## config.mk

```make
export PLATFORM = sky130hd
export DESIGN_NAME = project1_lcd_ctrl
export DESIGN_NICKNAME = d
export VERILOG_FILES = /design/src/rtl/project1_lcd_ctrl_pkg.sv /design/src/rtl/project1_lcd_ctrl_fifo.sv /design/src/rtl/project1_lcd_ctrl.sv
export SDC_FILE = /design/constraint.sdc
export NUM_CORES = 1
export LEC_CHECK = 0
export ABC_AREA = 1
export CAP_MARGIN = 15
export CORE_UTILIZATION = 47
export DETAILED_ROUTE_END_ITERATION = 8
export GPL_TIMING_DRIVEN = 0
export PLACE_DENSITY = 0.77
export SLEW_MARGIN = 20
export SYNTH_ARGS = -nofsm -noshare
export SYNTH_HDL_FRONTEND = slang
export SYNTH_SLANG_ARGS = --single-unit
export TNS_END_PERCENT = 10
```

## constraint.sdc

```tcl
create_clock -name clk -period 2.3 [get_ports clk]
set_input_delay 0.345 -clock clk [delete_from_list [all_inputs] [get_ports clk]]
set_output_delay 0.345 -clock clk [all_outputs]
set_load 0.05 [all_outputs]
```

## src/rtl/project1_lcd_ctrl_pkg.sv

```systemverilog
`default_nettype none
// ============================================================================
// Module      : project1_lcd_ctrl_pkg
// Description : Shared types and constants for the HD44780-style LCD
//               controller: FSM states, register map, status bit positions.
// Revision    : 1.0 - initial release
// ============================================================================
package project1_lcd_ctrl_pkg;

    // Bus-cycle sequencer states
    typedef enum logic [2:0] {
        ST_IDLE  = 3'd0,
        ST_SETUP = 3'd1,
        ST_PULSE = 3'd2,
        ST_HOLD  = 3'd3,
        ST_WAIT  = 3'd4
    } state_e;

    // Register map
    localparam logic [1:0] c_ADDR_CMD    = 2'd0;
    localparam logic [1:0] c_ADDR_DATA   = 2'd1;
    localparam logic [1:0] c_ADDR_STATUS = 2'd2;
    localparam logic [1:0] c_ADDR_CTRL   = 2'd3;

    // Status register bit positions
    localparam int c_STAT_LEVEL_LSB = 0;
    localparam int c_STAT_FULL_BIT  = 3;
    localparam int c_STAT_BUSY_BIT  = 4;
    localparam int c_STAT_OVF_BIT   = 5;

    // Control register bit positions
    localparam int c_CTRL_ON_BIT      = 0;
    localparam int c_CTRL_FLUSH_BIT   = 1;
    localparam int c_CTRL_CLR_OVF_BIT = 2;

    // Request FIFO geometry: {RS, byte}
    localparam int c_FIFO_DEPTH = 4;
    localparam int c_ENTRY_W    = 9;
    localparam int c_LEVEL_W    = 3;

    // A zero-length phase still occupies one cycle
    function automatic int eff_cyc(input int p);
        return (p < 1) ? 1 : p;
    endfunction

    function automatic int max2(input int a, input int b);
        return (a > b) ? a : b;
    endfunction

    // Clear display (0x01) and return home (0x02/0x03) need the long wait
    function automatic logic is_long_cmd(input logic rs, input logic [7:0] b);
        return !rs && (b == 8'h01 || b == 8'h02 || b == 8'h03);
    endfunction

endpackage
`default_nettype wire

```

## src/rtl/project1_lcd_ctrl_fifo.sv

```systemverilog
`default_nettype none
// ============================================================================
// Module      : project1_lcd_ctrl_fifo
// Description : 4-entry request FIFO with level output. A push while full is
//               accepted only when a pop frees a slot in the same cycle;
//               flush empties the FIFO and overrides a same-cycle push.
// Revision    : 1.0 - initial release
// ============================================================================
module project1_lcd_ctrl_fifo
    import project1_lcd_ctrl_pkg::*;
(
    input  logic                 clk,
    input  logic                 reset,
    input  logic                 push_i,
    input  logic                 pop_i,
    input  logic                 flush_i,
    input  logic [c_ENTRY_W-1:0] din_i,
    output logic [c_LEVEL_W-1:0] level_o,
    output logic [c_ENTRY_W-1:0] head_o
);

    logic [c_ENTRY_W-1:0] mem_q [c_FIFO_DEPTH];
    logic [1:0]           rd_ptr_q;
    logic [1:0]           wr_ptr_q;
    logic [c_LEVEL_W-1:0] level_q;

    logic w_empty;
    logic w_full;
    logic w_pop_ok;
    logic w_push_ok;

    assign w_empty   = (level_q == '0);
    assign w_full    = (level_q == c_LEVEL_W'(c_FIFO_DEPTH));
    assign w_pop_ok  = pop_i && !w_empty;
    assign w_push_ok = push_i && (!w_full || w_pop_ok);

    assign level_o = level_q;
    assign head_o  = mem_q[rd_ptr_q];

    // Storage array; the slot being vacated by a pop may be refilled on the same edge
    always_ff @(posedge clk) begin
        if (w_push_ok && !flush_i) begin
            mem_q[wr_ptr_q] <= din_i;
        end
    end

    // Pointer and occupancy bookkeeping
    always_ff @(posedge clk) begin
        if (reset) begin
            rd_ptr_q <= '0;
            wr_ptr_q <= '0;
            level_q  <= '0;
        end else if (flush_i) begin
            rd_ptr_q <= '0;
            wr_ptr_q <= '0;
            level_q  <= '0;
        end else begin
            if (w_push_ok) begin
                wr_ptr_q <= wr_ptr_q + 2'd1;
            end
            if (w_pop_ok) begin
                rd_ptr_q <= rd_ptr_q + 2'd1;
            end
            level_q <= level_q + c_LEVEL_W'(w_push_ok) - c_LEVEL_W'(w_pop_ok);
        end
    end

endmodule
`default_nettype wire

```

## src/rtl/project1_lcd_ctrl.sv

```systemverilog
`default_nettype none
// ============================================================================
// Module      : project1_lcd_ctrl
// Description : Avalon-MM slave driving a character LCD 8-bit parallel bus.
//               Commands/data are queued in a small FIFO and played out with
//               setup, enable pulse, hold and execution-wait phases.
// Revision    : 1.0 - initial release
// ============================================================================
module project1_lcd_ctrl
    import project1_lcd_ctrl_pkg::*;
#(
    parameter int SETUP_CYC = 2,
    parameter int EN_CYC    = 12,
    parameter int HOLD_CYC  = 2,
    parameter int EXEC_CYC  = 2000,
    parameter int LONG_CYC  = 82000
) (
    input  logic        clk,
    input  logic        reset,
    input  logic [1:0]  address,
    input  logic        chipselect,
    input  logic        write_n,
    input  logic [31:0] writedata,
    output logic [31:0] readdata,
    output logic [7:0]  lcd_data,
    output logic        lcd_rs,
    output logic        lcd_rw,
    output logic        lcd_en,
    output logic        lcd_on
);

    localparam int c_SETUP_EFF = eff_cyc(SETUP_CYC);
    localparam int c_EN_EFF    = eff_cyc(EN_CYC);
    localparam int c_HOLD_EFF  = eff_cyc(HOLD_CYC);
    localparam int c_EXEC_EFF  = eff_cyc(EXEC_CYC);
    localparam int c_LONG_EFF  = eff_cyc(LONG_CYC);

    // One down-counter serves every phase, so it is sized for the longest one
    localparam int c_CNT_MAX = max2(max2(max2(c_SETUP_EFF, c_EN_EFF), max2(c_HOLD_EFF, c_EXEC_EFF)), c_LONG_EFF);
    localparam int c_CNT_W   = $clog2(c_CNT_MAX + 1);

    localparam logic [c_CNT_W-1:0] c_SETUP_LD = c_CNT_W'(c_SETUP_EFF);
    localparam logic [c_CNT_W-1:0] c_EN_LD    = c_CNT_W'(c_EN_EFF);
    localparam logic [c_CNT_W-1:0] c_HOLD_LD  = c_CNT_W'(c_HOLD_EFF);
    localparam logic [c_CNT_W-1:0] c_EXEC_LD  = c_CNT_W'(c_EXEC_EFF);
    localparam logic [c_CNT_W-1:0] c_LONG_LD  = c_CNT_W'(c_LONG_EFF);
    localparam logic [c_CNT_W-1:0] c_CNT_ONE  = c_CNT_W'(1);

    state_e               state_q;
    logic [c_CNT_W-1:0]   cnt_q;
    logic                 lcd_en_q;
    logic                 lcd_rs_q;
    logic [7:0]           lcd_data_q;
    logic                 lcd_on_q;
    logic                 overflow_q;

    logic                 w_wr;
    logic                 w_enq_req;
    logic                 w_ctrl_wr;
    logic                 w_pop;
    logic                 w_push;
    logic                 w_flush;
    logic                 w_full;
    logic                 w_busy;
    logic                 w_last;
    logic [c_LEVEL_W-1:0] w_level;
    logic [c_ENTRY_W-1:0] w_head;
    logic                 w_unused;

    assign w_wr      = chipselect && !write_n;
    assign w_enq_req = w_wr && (address == c_ADDR_CMD || address == c_ADDR_DATA);
    assign w_ctrl_wr = w_wr && (address == c_ADDR_CTRL);
    assign w_flush   = w_ctrl_wr && writedata[c_CTRL_FLUSH_BIT];
    assign w_pop     = (state_q == ST_IDLE) && (w_level != '0);
    assign w_full    = (w_level == c_LEVEL_W'(c_FIFO_DEPTH));
    assign w_push    = w_enq_req && (!w_full || w_pop);
    assign w_busy    = (state_q != ST_IDLE) || (w_level != '0);
    assign w_last    = (cnt_q <= c_CNT_ONE);
    assign w_unused  = ^writedata[31:8];

    project1_lcd_ctrl_fifo u_fifo (
        .clk     (clk),
        .reset   (reset),
        .push_i  (w_push),
        .pop_i   (w_pop),
        .flush_i (w_flush),
        .din_i   ({address[0], writedata[7:0]}),
        .level_o (w_level),
        .head_o  (w_head)
    );

    // Control register and sticky overflow flag
    always_ff @(posedge clk) begin
        if (reset) begin
            lcd_on_q   <= 1'b0;
            overflow_q <= 1'b0;
        end else begin
            if (w_ctrl_wr) begin
                lcd_on_q <= writedata[c_CTRL_ON_BIT];
                if (writedata[c_CTRL_CLR_OVF_BIT]) begin
                    overflow_q <= 1'b0;
                end
            end
            if (w_enq_req && !w_push) begin
                overflow_q <= 1'b1;
            end
        end
    end

    // LCD bus sequencer: load, setup, enable pulse, hold, execution wait
    always_ff @(posedge clk) begin
        if (reset) begin
            state_q    <= ST_IDLE;
            cnt_q      <= '0;
            lcd_en_q   <= 1'b0;
            lcd_rs_q   <= 1'b0;
            lcd_data_q <= 8'h00;
        end else begin
            case (state_q)
                ST_IDLE: begin
                    if (w_pop) begin
                        lcd_rs_q   <= w_head[8];
                        lcd_data_q <= w_head[7:0];
                        cnt_q      <= c_SETUP_LD;
                        state_q    <= ST_SETUP;
                    end
                end
                ST_SETUP: begin
                    if (w_last) begin
                        lcd_en_q <= 1'b1;
                        cnt_q    <= c_EN_LD;
                        state_q  <= ST_PULSE;
                    end else begin
                        cnt_q <= cnt_q - c_CNT_ONE;
                    end
                end
                ST_PULSE: begin
                    if (w_last) begin
                        lcd_en_q <= 1'b0;
                        cnt_q    <= c_HOLD_LD;
                        state_q  <= ST_HOLD;
                    end else begin
                        cnt_q <= cnt_q - c_CNT_ONE;
                    end
                end
                ST_HOLD: begin
                    if (w_last) begin
                        cnt_q   <= is_long_cmd(lcd_rs_q, lcd_data_q) ? c_LONG_LD : c_EXEC_LD;
                        state_q <= ST_WAIT;
                    end else begin
                        cnt_q <= cnt_q - c_CNT_ONE;
                    end
                end
                ST_WAIT: begin
                    if (w_last) begin
                        state_q <= ST_IDLE;
                    end else begin
                        cnt_q <= cnt_q - c_CNT_ONE;
                    end
                end
                default: begin
                    lcd_en_q <= 1'b0;
                    state_q  <= ST_IDLE;
                end
            endcase
        end
    end

    // Zero-wait-state register read mux
    always_comb begin
        readdata = 32'h0;
        case (address)
            c_ADDR_STATUS: begin
                readdata[c_STAT_LEVEL_LSB +: c_LEVEL_W] = w_level;
                readdata[c_STAT_FULL_BIT]               = w_full;
                readdata[c_STAT_BUSY_BIT]               = w_busy;
                readdata[c_STAT_OVF_BIT]                = overflow_q;
            end
            c_ADDR_CTRL: begin
                readdata[c_CTRL_ON_BIT] = lcd_on_q;
            end
            default: begin
                readdata = 32'h0;
            end
        endcase
    end

    assign lcd_data = lcd_data_q;
    assign lcd_rs   = lcd_rs_q;
    assign lcd_rw   = 1'b0;
    assign lcd_en   = lcd_en_q;
    assign lcd_on   = lcd_on_q;

endmodule
`default_nettype wire
```

# Yosys cells after proc, flatten, opt, wreduce, memory -nomap -nowiden
# Memory sizes are Yosys's and may differ from the RTL's. A register that Yosys moved wholly into a read port is not among the register bits.
# Cells that the tools add are included.
[word_totals]
n_memories = 1
ramBits = 36
reg_bits = 30
[op_classes]
n_addsub = 5
magnitude_cmp = 1
n_mux = 23
eq_ne = 17
n_reduce_logical = 38
n_bitwise = 1
[mem_list]
columns = ["memory", "depth", "width", "rd", "rd_ports_with_merged_regs", "write_ports", "line", "source"]
rows = [
  ["u_fifo.mem_q", 4, 9, 1, 1, 1, "project1_lcd_ctrl_fifo.sv:22", "logic [c_ENTRY_W-1:0] mem_q [c_FIFO_DEPTH];"],
]
[op_table]
columns = ["op", "n"]
rows = [
  ["$mux W17", 6],
  ["$pmux W17 S5", 1],
  ["$le A17 B1 Y1 const B", 1],
  ["$sub A17 B1 Y17 const B", 1],
  ["$eq A8 B2 Y1 const B", 2],
  ["$mux W3", 5],
  ["$pmux W3 S5", 1],
  ["$logic_and A1 B1 Y1", 11],
  ["$ne A2 B2 Y1 const B", 5],
  ["$eq A8 B1 Y1 const B", 1],
  ["$mux W1", 7],
  ["$eq A3 B2 Y1 const B", 2],
  ["$eq A3 B3 Y1 const B", 2],
  ["$logic_not A1 Y1", 6],
  ["$logic_not A3 Y1", 2],
  ["$logic_or A1 B1 Y1", 6],
  ["$reduce_and A3 Y1", 2],
  ["$reduce_bool A3 Y1", 2],
  ["$mux W5", 1],
  ["$reduce_and A5 Y1", 1],
  ["$reduce_bool A5 Y1", 1],
  ["$add A2 B1 Y2 const B", 2],
  ["$eq A2 B2 Y1 const B", 2],
  ["$reduce_and A2 Y1", 2],
  ["12 further kinds", 13],
]

# Longest topological paths before layout
# Gate-level depths: netlist of the first run.
[logic_depth]
word_depth = 8
mapped_depth = 14
mapped_depth_nobuf = 13

# By module
# From an unflattened synthesis of the first run, not the netlist that was laid out.
[unflattened]
cells_unflattened = 529
hier_area_um2 = 4311.6
[by_module_without_submodules]
columns = ["module", "instances", "area_each_um2", "cells_each"]
rows = [
  ["project1_lcd_ctrl", 1, 2371.0, 374],
  ["project1_lcd_ctrl_fifo", 1, 1940.6, 155],
]

# Least setup slack after synthesis of the first run
# OpenSTA, ideal clock, no wires.
[synth_path]
path_type = "flip-flop to flip-flop"
from = "reg u_fifo.level_q[1] (netlist: u_fifo.level_o[1])"
to = "reg u_fifo.level_q[2] (netlist: u_fifo.level_o[2])"
setup_time_ps = 120
path_buffers = 1
slack_ps = -53
path_stages_with_launch = 15
t_arrival_ps = 2233
required_ps = 2180
cell_sequence = "dfxtp_1 -> nor2_1 -> inv_1 -> nor2_1 -> inv_1 -> nand2_2 -> inv_1 -> buf_2 -> ha_1 -> inv_1 -> ha_1 -> fa_1 -> xnor2_1 -> xor2_1 -> nor2_1"
[synth_via]
elab_chain_len = 7
word_cells_on_any_way = 13
classes_between = "2 x add/sub; 1 x eq/ne; 10 x reduce/logical"
[synth_lines]
columns = ["item", "line", "source"]
rows = [
  ["start, declared", "project1_lcd_ctrl_fifo.sv:25", "logic [c_LEVEL_W-1:0] level_q;"],
  ["start signal, assigned", "project1_lcd_ctrl_fifo.sv:64", "level_q <= level_q + c_LEVEL_W'(w_push_ok) - c_LEVEL_W'(w_pop_ok);"],
  ["$reduce_bool A3 Y1 / $logic_not A3 Y1 (equally long branches)", "project1_lcd_ctrl.sv:74, project1_lcd_ctrl_fifo.sv:32", ""],
  ["$logic_and A1 B1 Y1 / $logic_not A1 Y1 (equally long branches)", "project1_lcd_ctrl.sv:74, project1_lcd_ctrl_fifo.sv:34", ""],
  ["$logic_and A1 B1 Y1 (*)", "project1_lcd_ctrl_fifo.sv:34", "assign w_pop_ok = pop_i && !w_empty;"],
  ["net u_fifo.w_pop_ok", "project1_lcd_ctrl_fifo.sv:29", "logic w_pop_ok;"],
  ["$logic_or A1 B1 Y1", "project1_lcd_ctrl_fifo.sv:35", "assign w_push_ok = push_i && (!w_full || w_pop_ok);"],
  ["$logic_and A1 B1 Y1", "project1_lcd_ctrl_fifo.sv:35", ""],
  ["$add A3 B1 Y3", "project1_lcd_ctrl_fifo.sv:64", ""],
  ["$sub A3 B1 Y3 (*)", "project1_lcd_ctrl_fifo.sv:64", ""],
]
# Mark *: on every way through the listed nets, which the timed path passes. The rest lies on a longest branch.
# A chain may end at the register's enable or synchronous reset.

# Worst setup path in the final report of the first run
[layout_path]
from = "reg u_fifo.level_q[0] (netlist: u_fifo.level_o[0])"
to = "reg u_fifo.level_q[2] (netlist: u_fifo.level_o[2])"
[layout_via]
elab_chain_len = 7
word_cells_on_any_way = 13
classes_between = "2 x add/sub; 1 x eq/ne; 10 x reduce/logical"
[layout_lines]
columns = ["item", "line"]
rows = [
  ["$eq A3 B3 Y1, or another cell as far along", "project1_lcd_ctrl_fifo.sv:33, project1_lcd_ctrl.sv:75"],
  ["$logic_not A1 Y1, or another cell as far along", "project1_lcd_ctrl_fifo.sv:35, project1_lcd_ctrl.sv:76"],
  ["$logic_or A1 B1 Y1 / $logic_and A1 B1 Y1 (equally long branches)", "project1_lcd_ctrl.sv:76, project1_lcd_ctrl_fifo.sv:34"],
  ["$logic_and A1 B1 Y1 / $logic_or A1 B1 Y1 (equally long branches)", "project1_lcd_ctrl.sv:76, project1_lcd_ctrl_fifo.sv:35"],
  ["$logic_and A1 B1 Y1", "project1_lcd_ctrl_fifo.sv:35"],
  ["$add A3 B1 Y3", "project1_lcd_ctrl_fifo.sv:64"],
  ["$sub A3 B1 Y3 (*)", "project1_lcd_ctrl_fifo.sv:64"],
]
# Mark *: on every way between the ends. The rest lies on a longest branch, timed or not.

==> results.yml, run 1 <==
status:
  status: "finished clean"
route:
  postRouteAntennaNets: 0
  route.detailed.wl_per_inst_um: 12.93
  drt_iter0_drc: 188
  vias: 3380
  vias_per_cell: 5.052
  drc: 0
  postRouteWirelength_mm: 8.648
  dr.pass1.iters: 5
power_and_ir_drop:
  p_int_mw: 3.660
  p_clk_share_pct: 13.9
  p_leak_nw: 2.117
  seq_power_share_pct: 26.1
  power_mw: 7.395
  p_sw_share_pct: 50.51
  ir_drop_mv: 0.8136
  power.switching_mw: 3.735
  power_frac_comb_pct: 60.0
  power-per-cell-area_mw_per_mm2: 1528
setup_path:
  crit_cells: 14
  path_class: "register to register"
  path_cells: "nor2_2 -> inv_2 -> nor2_4 -> inv_2 -> nand2_2 -> buf_4 -> nand2_1 -> nand2_4 -> inv_1 -> ha_4 -> fa_2 -> xnor2_2 -> xor2_1 -> nor2_1"
  cp-startpoint: "u_fifo.level_o[0]"
  crit_buf_inv: 4
  endpoint_kind: "register"
  r2r_cells: 14
  cp_max_fo: 8
  critPathTopFamily: "simple AND/OR/NAND/NOR gates"
  required_ns: 2.56
  start_kind: "register"
  cpMostUsedCell: "inv_2"
  r2r_start: "u_fifo.level_o[0]"
  slowest_stage: "fa_2"
  cp-endpoint: "u_fifo.level_o[2]"
  slowest_delay_ns: 0.37
  arrival_ns: 2.47
  ff2ff_setup_slack_ns: 0.08
  r2r_end: "u_fifo.level_o[2]"
timing:
  setup_tns_ns: 0
  min_period_ns: 2.218
  whs_ns: 0.3650
  slew_viol_final: 0
  final_hold_viol_count: 0
  fmax_ghz: 0.4508
  setup_viol: 0
  clock_skew_ns: 0.01106
  setup_ws_ns: 0.08177
  relSlewSlack_pct: 48.92
  fin_crit_sh_pct: 96.44
  worst_pin_slew_ns: 0.7661
clocking:
  cts_made_buffers: 9
  insertion_delay_ns: 0.37
  cts_tree: "yes"
  htreeDepth: 3
  cts_max_path_buffers: 2
  cts.sinks: 75
  cts-root-buf: "clkbuf_8"
  path_clk_slew_ns: 0.10
synth:
  yosys_most_used_dff: "dfxtp_1"
  synth_warnings: 0
  synthArstFlopShare_pct: 0
  yosysSeqAreaShare_pct: 46.44
  synth_edf_count: 36
  syn_area_mm2: 0.004009
  synth_cells: 488
  ys_types: 36
  synth_area_per_cell_um2: 8.215
  synth_seq_cells: 75
floorplanning:
  die_y_um: 94.36
  core_mm2: 0.008217
  start_util_pct: 48.79
  rows: 33
  die_area_mm2: 0.008903
  die-width_um: 94.36
  ios: 82
place:
  dpl.hpwl_mm: 6.025
  place_area_mm2: 0.004536
  pre_cts_ws_ns: -0.2296
  dpl.cell_count: 648
  portBuffers: 29
  routabilityCongestion: 0.8721
final_layout:
  syn_to_final_growth_pct: 20.69
  layout_commonest_cell: "nand2_1"
  most-common-layout-cells: "nand2_1 (85), nor2_1 (77), inv_1 (41)"
  post-route-util_pct: 58.89
  antenna_cells: 0
  final_area_mm2: 0.004838
  drive_above_1_share_pct: 19.15
  stdcell_count: 669
  nets: 606
global_route:
  grt_pass1_vias: 3130
  gr-total-overflow: 0
  grt_pass1_wl_mm: 14.19
  track_usage_pct: 21.03
  antenna_found_initial: 0
  grt_max_degree: 18
min_path:
  hp-class: "input port to register"
flow_run:
  cap_viol_max_count: 0
flip-flops by register name, indices dropped and copies added, names as in the netlist:
name             cells
u_fifo.level_o       3
lcd_en               1
lcd_on               1
u_fifo.wr_ptr_q      2
overflow_q           1
lcd_rs               1
cnt_q               17
state_q              3
u_fifo.rd_ptr_q      2
lcd_data             8
u_fifo.mem_q        36
power by group through the flow:
stage               registers, mW  clock network, mW  logic, mW
global route                 1.96               1.09       4.95
floorplan                    2.19                  0       3.04
global placement             1.94                  0       4.12
detailed placement           1.94                  0       4.20
finish                       1.93               1.03       4.44
CTS                          1.92               1.04       4.23
per-layer routing:
layer	vias up	share of wire, %	routed length, um	global-route usage [%]
met1	1556	43	3699	25.18
met4	0	2.0	176	10.13
met5	-	0	0	0
met3	21	6.4	550	4.106
li1	1678	-	-	-
met2	125	49	4222	36.11
worst min path at each step:
| stage | start | end | slack [ns] | depth (start not counted) |
|---|---|---|---|---|
| after global routing | reset | cnt_q[3] | 0.40 | 2 |
| final | reset | cnt_q[4] | 0.36 | 2 |
| after floorplan | overflow_q | overflow_q | 0.44 | 2 |
| after global placement | lcd_en | lcd_en | 0.45 | 2 |
| after detailed placement | lcd_en | lcd_en | 0.46 | 2 |
| after CTS | reset | cnt_q[4] | 0.37 | 2 |
final cells by class:
class / instances / area (um2)
fill: 701 / 3378
tap: 105 / 131.4
timing repair buffer: 34 / 320.3
multi-input combinational: 353 / 1861
buffer: 38 / 272.8
inverter: 48 / 182.7
clock buffer: 9 / 123.9
clock inverter: 7 / 80.08
sequential: 75 / 1867
Yosys cell counts (3+ instances only):
library cell / count / area [um2]
nor2_4: 3 / 33.78
a31oi_1: 9 / 56.30
nor2_1: 83 / 311.6
nor2_2: 4 / 25.02
nand2_4: 5 / 56.30
dfxtp_1: 39 / 780.8
a21oi_2: 10 / 87.58
nand3b_1: 3 / 22.52
nor3_1: 6 / 30.03
edfxtp_1: 36 / 1081
buf_4: 28 / 210.2
clkbuf_1: 6 / 22.52
nand2_1: 85 / 319.1
a21oi_1: 9 / 45.04
nand3_1: 33 / 165.2
nand2_2: 11 / 68.82
xor2_1: 6 / 52.55
o21ai_0: 36 / 180.2
ha_1: 8 / 100.1
inv_1: 46 / 172.7
kinds of logic after synthesis:
group	Yosys count	share of synthesized area (%)
buffers and inverters	86	11.20
AND/OR/NAND/NOR	241	27.68
XOR/XNOR	8	1.748
adder cells (fa/ha/maj)	9	2.996
AO/OA/AOI/OAI	68	9.831
flip-flops	75	46.44
other	1	0.09354
timing repair:
| action | CTS | global route |
|---|---|---|
| buffers inserted | 0 | 5 |
| resized for setup | 10 | 19 |
| pin swaps | 1 | 6 |
| cloned | 0 | 0 |
| hold buffers | 0 | 0 |
| setup endpoints to repair | 8 | 13 |
(Power assumes the default switching activity.)
==> run 2: changes to the inputs <==
CAP_MARGIN = not set   (was 15)
PLACE_DENSITY = 0.76   (was 0.77)
SYNTH_HIERARCHICAL = 1   (was not set)
==> run 2 against run 1 <==
  * The run now ends with design-rule violations, negative setup slack left
  * Clock power hardly changed
  * Die area increased by 7.4%
  * Total power grew 3.0%
  * Clock skew down 0.0015 ns
  * Combinational power increased by 4%
  * Routed wire length is 7.0% higher
  * Critical path depth is 3 higher
  * Clock-buffer cell count stayed put
  * Cell count increased by 7.9%
  * Non-clock buffer count increased by 7
  * Highest routed layer unchanged
==> results.yml, run 2 <==
place:
  routabilityCongestion: 0.8539
  dpl.hpwl_mm: 6.669
  portBuffers: 30
  pre_cts_ws_ns: -0.6281
timing:
  fin_crit_sh_pct: 102.4
  relSlewSlack_pct: 63.08
  fmax_ghz: 0.4244
  worst_pin_slew_ns: 0.5487
  min_period_ns: 2.356
  setup_tns_ns: -0.05614
  setup_ws_ns: -0.05614
  rsz0062_at_grt: "true"
  setup_viol: 1
  final_hold_viol_count: 0
  clock_skew_ns: 0.009542
  whs_ns: 0.4743
  slew_viol_final: 0
route:
  dr.pass1.iters: 6
  postRouteWirelength_mm: 9.257
  route.detailed.wl_per_inst_um: 12.82
  met3_length_um: 475
  drc: 9
  routed.top_layer: "met4"
  vias_per_cell: 4.943
  drt_iter0_drc: 198
  wl_met2_mm: 4.446
  drt-met1-wl_mm: 4.115
  vias: 3569
  postRouteAntennaNets: 0
synth:
  yosys.area_share.simple_pct: 29.28
  synth_warnings: 6
  synthMuxAreaShare_pct: 0
  yosys-top-cells-count: "nand2_1 (101), nor2_1 (76), inv_1 (48)"
  yosysTopAreaCellShare_pct: 25.07
  yosys.area.top_type: "edfxtp_1"
  yosysSeqAreaShare_pct: 44.11
  synth_compound_area_share_pct: 10.24
  ys_types: 37
  synth_edf_count: 36
  syn_area_mm2: 0.004312
  synth_xor_area_share_pct: 1.422
  synth_seq_cells: 77
  synth_area_leaders: "edfxtp_1 (25%), dfxtp_1 (19%), nand2_1 (8.8%)"
  yosys_most_used_dff: "dfxtp_1"
  synth_cells: 529
  yosys.area_share.adder_pct: 2.786
  synthArstFlopShare_pct: 0
  synth_top_family_by_area: "simple AND/OR/NAND/NOR gates"
  synthMostInstantiatedCell: "nand2_1"
  synth_area_per_cell_um2: 8.151
global_route:
  antenna_found_initial: 0
  track_usage_pct: 19.93
  gr-total-overflow: 0
  grt_pass1_wl_mm: 15.06
  grt_pass1_vias: 3369
  grt_max_degree: 16
clocking:
  cts.sinks: 77
  insertion_delay_ns: 0.35
  path_clk_slew_ns: 0.08
  cts-root-buf: "clkbuf_8"
  cts_made_buffers: 9
  cts_tree: "yes"
  cts_max_path_buffers: 2
  htreeDepth: 3
floorplanning:
  rows: 34
  start_util_pct: 48.96
  die_area_mm2: 0.009561
  die-width_um: 97.78
  die_y_um: 97.78
  ios: 82
  core_mm2: 0.008806
setup_path:
  cpMostUsedCell: "nor2_4"
  crit_buf_inv: 4
  path_cells: "nor2_4 -> inv_2 -> nor2_4 -> inv_4 -> nor2_4 -> nor2_2 -> nand2_2 -> nand2_2 -> ha_4 -> inv_1 -> ha_2 -> inv_2 -> fa_2 -> xor2_1 -> nand2_1 -> nand2_1 -> nor2_1"
  cp_max_fo: 5
  required_ns: 2.55
  start_kind: "register"
  r2r_cells: 17
  r2r_start: "state_q[1]"
  arrival_ns: 2.60
  endpoint_kind: "register"
  path_class: "register to register"
  r2r_end: "u_fifo/level_o[2]"
  ff2ff_setup_slack_ns: -0.06
  critPathTopFamily: "simple AND/OR/NAND/NOR gates"
  slowest_stage: "dfxtp_4"
  slowest_delay_ns: 0.37
min_path:
  hold_depth: 2
  min_from: "lcd_en"
  whs_endpoint: "lcd_en"
  hp-class: "register to register"
final_layout:
  syn_to_final_growth_pct: 20.78
  largest-register: "u_fifo/mem_q"
  most-common-layout-cells: "nand2_1 (100), nor2_1 (71), inv_1 (47)"
  largest_register_ff_count: 36
  layout_commonest_cell: "nand2_1"
  post-route-util_pct: 59.14
  fillerInstances: 762
  nets: 656
  drive_above_1_share_pct: 24.27
  antenna_cells: 0
power_and_ir_drop:
  p_leak_nw: 2.330
  power-per-cell-area_mw_per_mm2: 1463
  p_int_mw: 3.799
  p_clk_share_pct: 13.8
  ir_drop_mv: 0.6690
  seq_power_share_pct: 25.8
  power.switching_mw: 3.818
  power_frac_comb_pct: 60.4
  p_sw_share_pct: 50.12
status:
  violations: "design-rule violations, negative setup slack"
  status: "finished with violations"
flow_run:
  cap_viol_max_count: 0
## run 2: changes by cell type in the layout (fill, tap and decap cells not counted), sizes merged, moves of 3 or more
cell,before,now
buf,37,48
clkbuf,15,12
o21ai,38,34
a31oi,9,0
o22ai,0,9
o21bai,1,4
a21oi,19,22
nand2,102,113
inv,52,61
nor2,90,104
nand3,34,43
## run 2: worst max-delay path by stage
stage	start	to	slack [ns]	cells after the start
after floorplan	state_q[0]	u_fifo/level_o[2]	-0.03	17
after global placement	address[1]	u_fifo/level_o[2]	-0.60	13
after detailed placement	address[1]	u_fifo/level_o[2]	-0.63	13
after CTS	state_q[0]	u_fifo/level_o[2]	-0.11	17
after global routing	state_q[1]	u_fifo/level_o[2]	-0.15	17
final	state_q[1]	u_fifo/level_o[2]	-0.06	17
## run 2: layout make-up
type | instances | area [um2] | share of cell area (%)
timing repair buffer | 43 | 382.9 | 7.352
multi-input combinational | 384 | 2052 | 39.40
tap | 108 | 135.1 | 2.595
clock buffer | 9 | 123.9 | 2.379
inverter | 58 | 230.2 | 4.421
sequential | 77 | 1909 | 36.67
buffer | 36 | 292.8 | 5.622
clock inverter | 7 | 81.33 | 1.562
## run 2: power groups by stage
stage                     clock [mW]  combinational (mW)  sequential (mW)
after global placement             0                4.28             1.98
after floorplan                    0                3.25             2.16
after global routing            1.12                5.14             2.00
final                           1.05                4.60             1.96
after CTS                       1.07                4.44             1.96
after detailed placement           0                4.38             1.99
## run 2: per-stage QoR
step	cells	instance area (um2)	power (mW)
floorplan	555	4427	5.409
global placement	693	4862	6.260
detailed placement	693	4862	6.367
CTS	711	5096	7.474
global route	722	5207	8.264
finish	722	5207	7.618
## run 2: cells by family after synthesis
kind of cell	count (synthesis)
DFF	77
other	1
and+or+nand+nor	271
adders and majority gates	9
AOI/OAI and AO/OA	70
xor gates and xnor gates	7
buffers and inverters	94
## run 2: metal layers
| layer | vias up | track usage [%] |
|---|---|---|
| met5 | - | 0 |
| met3 | 18 | 3.722 |
| met1 | 1623 | 24.26 |
| met4 | 0 | 8.741 |
| met2 | 105 | 34.53 |
| li1 | 1823 | - |
## run 2: worst register-to-register path, delay by kind of cell, from the launching register on
family	cells	cell delay, ns
adder cells (fa/ha/maj)	3	0.72
AND/OR/NAND/NOR	9	0.77
flip-flops	1	0.37
buffers and inverters	4	0.23
XOR/XNOR	1	0.17
## run 2: what timing repair did
item,CTS,global route
setup endpoints to repair,44,13
hold buffers,0,0
hold endpoints to repair,0,0
resized for setup,12,14
pin swaps,1,5
setup buffers,2,11
==> run 3: changes to the inputs <==
GPL_TIMING_DRIVEN = 1   (was 0)
SLEW_MARGIN = not set   (was 20)
==> run 3 against run 2 <==
  * The flow finishes with violations (design-rule violations)
  * Sequential cell count did not move
  * Die area did not move
  * Final area fell by 4.0%
  * Total power fell by 2.9%
  * Combinational power fell by 4%
  * Global-route usage rose by 0.65 points
  * Worst setup slack improved by 0.094 ns
  * Non-clock buffer count fell by 30
  * Via count fell by 2.0%
  * Highest routed layer unchanged
==> results.yml, run 3 (synthesis gave the netlist of run 2 again) <==
status:
  status: "finished with violations"
  violations: "design-rule violations"
clocking:
  htreeDepth: 3
  cts_max_path_buffers: 2
  path_clk_slew_ns: 0.08
  insertion_delay_ns: 0.35
  ctsHoldBuffers: 0
  cts-root-buf: "clkbuf_8"
  cts_tree: "yes"
  cts.sinks: 77
  cts_made_buffers: 9
setup_path:
  endpoint_kind: "register"
  path_cells: "nor2_4 -> inv_2 -> nor2_4 -> inv_2 -> nor2_4 -> nor2_2 -> nand2_2 -> nand2_1 -> ha_1 -> inv_1 -> ha_1 -> inv_1 -> fa_2 -> xor2_2 -> nand2_1 -> nand2_1 -> nor2_1"
  cp_max_fo: 3
  path_class: "register to register"
  start_kind: "register"
  required_ns: 2.54
  cp-startpoint: "state_q[0]"
  r2r_start: "state_q[0]"
  slowest_delay_ns: 0.36
  critPathTopFamily: "adder cells"
  slowest_stage: "dfxtp_4"
  crit_buf_inv: 4
  arrival_ns: 2.51
timing:
  worst_pin_slew_ns: 0.5710
  rsz0062_at_grt: "true"
  fin_crit_sh_pct: 98.36
  relSlewSlack_pct: 61.58
  slew_viol_final: 0
  final_hold_viol_count: 0
  min_period_ns: 2.262
  fmax_ghz: 0.4420
  setup_ws_ns: 0.03776
  clock_skew_ns: 0.01237
  setup_viol: 0
route:
  route.detailed.wl_per_inst_um: 13.01
  drt_iter0_drc: 175
  vias_per_cell: 5.056
  postRouteWirelength_mm: 9.002
  dr.pass1.iters: 7
  vias: 3499
  drc: 10
  postRouteAntennaNets: 0
final_layout:
  largest-register: "u_fifo/mem_q"
  most-common-layout-cells: "nand2_1 (101), nor2_1 (71), inv_1 (48)"
  fillerInstances: 766
  multi_input_area_mm2: 0.002023
  post-route-util_pct: 56.79
  seqCellArea_mm2: 0.001909
  largest_register_ff_count: 36
  syn_to_final_growth_pct: 15.99
  layout_commonest_cell: "nand2_1"
  drive_above_1_share_pct: 20.38
  antenna_cells: 0
  nets: 626
global_route:
  gr-total-overflow: 0
  grt_pass1_vias: 3421
  track_usage_pct: 20.59
  antenna_found_initial: 0
  grt_max_degree: 19
  grt_pass1_wl_mm: 15.58
place:
  dpl.hpwl_mm: 6.611
  pre_cts_ws_ns: -0.3610
  routabilityCongestion: 0.8808
  portBuffers: 30
floorplanning:
  die_area_mm2: 0.009561
  rows: 34
  die_y_um: 97.78
  core_mm2: 0.008806
  die-width_um: 97.78
  start_util_pct: 48.96
  ios: 82
min_path:
  hp-class: "register to register"
  min_from: "overflow_q"
flow_run:
  cap_viol_max_count: 0
power_and_ir_drop:
  power-per-cell-area_mw_per_mm2: 1479
  ir_drop_mv: 0.7268
  p_leak_nw: 2.168
  power_mw: 7.396
run 3: layer usage:
metal | track usage (%) | vias up | share of wire (%) | wire [um]
met5 | 0 | - | 0 | 0
met4 | 10.49 | 0 | 2.0 | 178
met3 | 3.579 | 15 | 5.5 | 498
met2 | 34.42 | 116 | 49 | 4369
met1 | 25.69 | 1602 | 44 | 3956
li1 | - | 1766 | - | -
run 3: path summary, 6_finish.rpt:
path,depth (start not counted),slack (ns),to
setup / recovery,17,0.04,u_fifo/level_o[2]
hold / removal,2,0.47,overflow_q
setup reg to reg,17,0.04,u_fifo/level_o[2]
hold reg to reg,2,0.47,overflow_q
run 3: through the flow:
stage | instances | TNS, ns | cell area (um2) | hold WS (ns)
floorplan | 555 | -0.02562 | 4427 | 0.3983
global placement | 674 | -9.319 | 4757 | 0.4555
detailed placement | 674 | -11.37 | 4757 | 0.4567
CTS | 692 | 0 | 4977 | 0.4689
global route | 692 | -0.1352 | 5001 | 0.5006
finish | 692 | 0 | 5001 | 0.4658
run 3: power breakdown:
group | internal (mW) | total, mW | switching (mW)
Combinational | 1.44 | 4.40 | 2.96
Clock | 0.516 | 1.04 | 0.524
Sequential | 1.69 | 1.95 | 0.261
Total | 3.65 | 7.40 | 3.75
run 3: cell type report:
type / instances / share of cell area, %
sequential: 77 / 38.18
inverter: 58 / 4.553
tap: 108 / 2.702
multi-input combinational: 384 / 40.46
timing repair buffer: 49 / 10.06
clock inverter: 7 / 1.576
clock buffer: 9 / 2.477
run 3: worst reg2reg max path, cell delays in order, from the launching register on:
cell and delay [ns]:
dfxtp_4 0.36, nor2_4 0.11, inv_2 0.06, nor2_4 0.12, inv_2 0.07, nor2_4 0.10
nor2_2 0.05, nand2_2 0.07, nand2_1 0.05, ha_1 0.26, inv_1 0.06, ha_1 0.13
inv_1 0.05, fa_2 0.35, xor2_2 0.15, nand2_1 0.06, nand2_1 0.06, nor2_1 0.04
run 3: timing repair:
item | 4_1_cts | 5_1_grt
setup buffers | 2 | 0
pin swaps | 2 | 1
endpoints found under the setup margin | 2 | 38
resized for setup | 1 | 7
==> RTL edit, RTL diff (settings of run 1) <==
The parameter `HOLD_CYC` goes from 2 to 1.
--- a/src/rtl/project1_lcd_ctrl.sv
+++ b/src/rtl/project1_lcd_ctrl.sv
@@ -13,3 +13,3 @@
     parameter int EN_CYC    = 12,
-    parameter int HOLD_CYC  = 2,
+    parameter int HOLD_CYC  = 1,
     parameter int EXEC_CYC  = 2000,
Formal check against the unedited RTL: no difference found for any inputs over 10 cycles, from zero or initial values and one cycle with reset high; that may be too few to reach the edited logic, so the function may still have changed.
==> RTL edit against run 1 <==
  * Design area is 5.2% lower
  * Final cell count is 3.0% lower
  * Setup slack better by 0.034 ns
  * Worst hold slack worse by 0.0010 ns
  * Area after synthesis is 5.2% lower
  * Sequential cell count stayed put
  * Count of clock-buffer cells in the layout stayed put
  * Maximum frequency is 1.5% higher
  * Wire length is 6.8% lower
  * Power is 9.5% lower
  * Largest power group unchanged
==> RTL edit: results (changes against run 1) <==
Worst-case vdd ir drop: 0.000604 V (was 0.000814 V). The data arrival at the endpoint of the critical path was 2.44 ns (was 2.47 ns); the DRC violation total after the first TritonRoute iteration was 140 (was 188). The logs give 31 (was 36) for the number of distinct standard cells referenced by the synthesized netlist and 17 (was 18) for the maximum number of pins on one net before global-route repair.

The worst-case reg-to-reg path depth works out to 13 (was 14). Register share of total power: 28.4% (was 26.1%). The run gives 0.364 ns (was 0.365 ns) as the worst hold slack after final layout. The slowest cell on the critical path was sky130_fd_sc_hd__dfxtp_2 (was sky130_fd_sc_hd__fa_2). The first-pass GRT wire length is 13.2 mm (was 14.2 mm), and the top fanout value on the critical path is 5 (was 8).

Top cells by count, synth: 96 x sky130_fd_sc_hd__nor2_1, 81 x sky130_fd_sc_hd__nand2_1, 48 x sky130_fd_sc_hd__inv_1 (was 85 x sky130_fd_sc_hd__nand2_1, 83 x sky130_fd_sc_hd__nor2_1, 46 x sky130_fd_sc_hd__inv_1). The share of cells above drive strength 1 was 13.2% (was 19.1%). The final net count was 589 (was 606). The reported combinational group power was 0.00381 W (was 0.00444 W); the detail-routed via count per cell was 4.91 (was 5.05). Count of placed standard cells including taps: 628 (was 648). The logs give 0.0102 ns (was 0.0111 ns) for the maximum clock skew at final layout and 5.80 mm (was 6.02 mm) for the HPWL after detailed placement. The per-cell routed wire length works out to 12.4 um (was 12.9 um).

The all-layer global routing usage is 20.3% (was 21.0%). The tools report the placer's final routability congestion estimate as 0.874 (was 0.872). Largest cells by area after synthesis: sky130_fd_sc_hd__edfxtp_1 28%, sky130_fd_sc_hd__dfxtp_1 21%, sky130_fd_sc_hd__nor2_1 9.5% (was sky130_fd_sc_hd__edfxtp_1 27%, sky130_fd_sc_hd__dfxtp_1 19%, sky130_fd_sc_hd__nand2_1 8.0%). The family of cells with the greatest summed delay on the critical path was adder cells (was simple AND/OR/NAND/NOR gates).

The cell leakage power is 2.00 nW (was 2.12 nW), and the worst setup slack before clock tree synthesis is -0.386 ns (was -0.230 ns). Internal power: 0.00345 W (was 0.00366 W). The flow ran to the end, and the final reports show no timing, DRC or antenna violations. Headroom to the max-slew limit: 37.8% (was 48.9%). The via count of the first global-routing pass is 2916 (was 3130), and the count of TritonRoute iterations in the first routing pass is 4 (was 5). The average cell area after synthesis works out to 8.07 um^2 (was 8.21 um^2).

The register-to-register setup slack was 0.12 ns (was 0.08 ns). The origin of the critical flop-to-flop path was state_q[0] (was u_fifo.level_o[0]). The number of cells in the finished layout apart from fillers came out at 649 (was 669). Hold path endpoint: cnt_q[3] (was cnt_q[4]).

For the part of the Yosys area used for sequential elements, the log shows 49.0% (was 46.4%).
[RTL edit: layout make-up]
cell class                      count  area (um^2)
Clock buffer                        9          124
Multi-Input combinational cell    334         1640
Fill cell                         693         3180
Timing Repair Buffer               34          322
Inverter                           50          188
Clock inverter                      7         67.6
Sequential cell                    75         1860
Tap cell                          102          128
Buffer                             38          260
[RTL edit: how the worst max path moves through the flow]
stage	end	cells past startpoint	slack [ns]	startpoint
3_3_place_gp	u_fifo.level_o[2]	13	-0.30	state_q[1]
4_1_cts	u_fifo.level_o[2]	13	-0.15	state_q[1]
5_1_grt	u_fifo.level_o[2]	13	-0.007	state_q[0]
2_1_floorplan	u_fifo.level_o[2]	13	0.06	state_q[1]
6_report	u_fifo.level_o[2]	13	0.12	state_q[0]
3_5_place_dp	u_fifo.level_o[2]	13	-0.39	state_q[1]
[RTL edit: cell families after synthesis]
logic type | Yosys count | synth area share (%)
compound gates | 73 | 10.3
xor+xnor | 12 | 2.76
fa+ha+maj | 9 | 3.16
buf+inv | 88 | 11.6
flops | 75 | 49.0
other cells | 1 | 0.0987
simple gates | 213 | 23.1
[RTL edit: timing repair]
action / CTS / global route
setup endpoints to repair: 27 / 30
buffers inserted: 0 / 5
pin swaps: 0 / 3
gates resized for setup: 11 / 13
[RTL edit: through the flow]
| stage | utilization [%] | total power (W) |
|---|---|---|
| 6_report | 59.1 | 0.00669 |
| 5_1_grt | 59.1 | 0.00728 |
| 4_1_cts | 58.2 | 0.00652 |
| 3_5_place_dp | 55.6 | 0.00551 |
| 3_3_place_gp | 55.6 | 0.00542 |
| 2_1_floorplan | - | 0.00471 |
[RTL edit: layer usage]
metal	GRT usage [%]	vias up	wire length, um
met1	23.0	1439	3240
met4	8.46	0	138
met2	36.3	118	4080
li1	-	1612	-
met3	5.06	16	594
met5	0	-	0
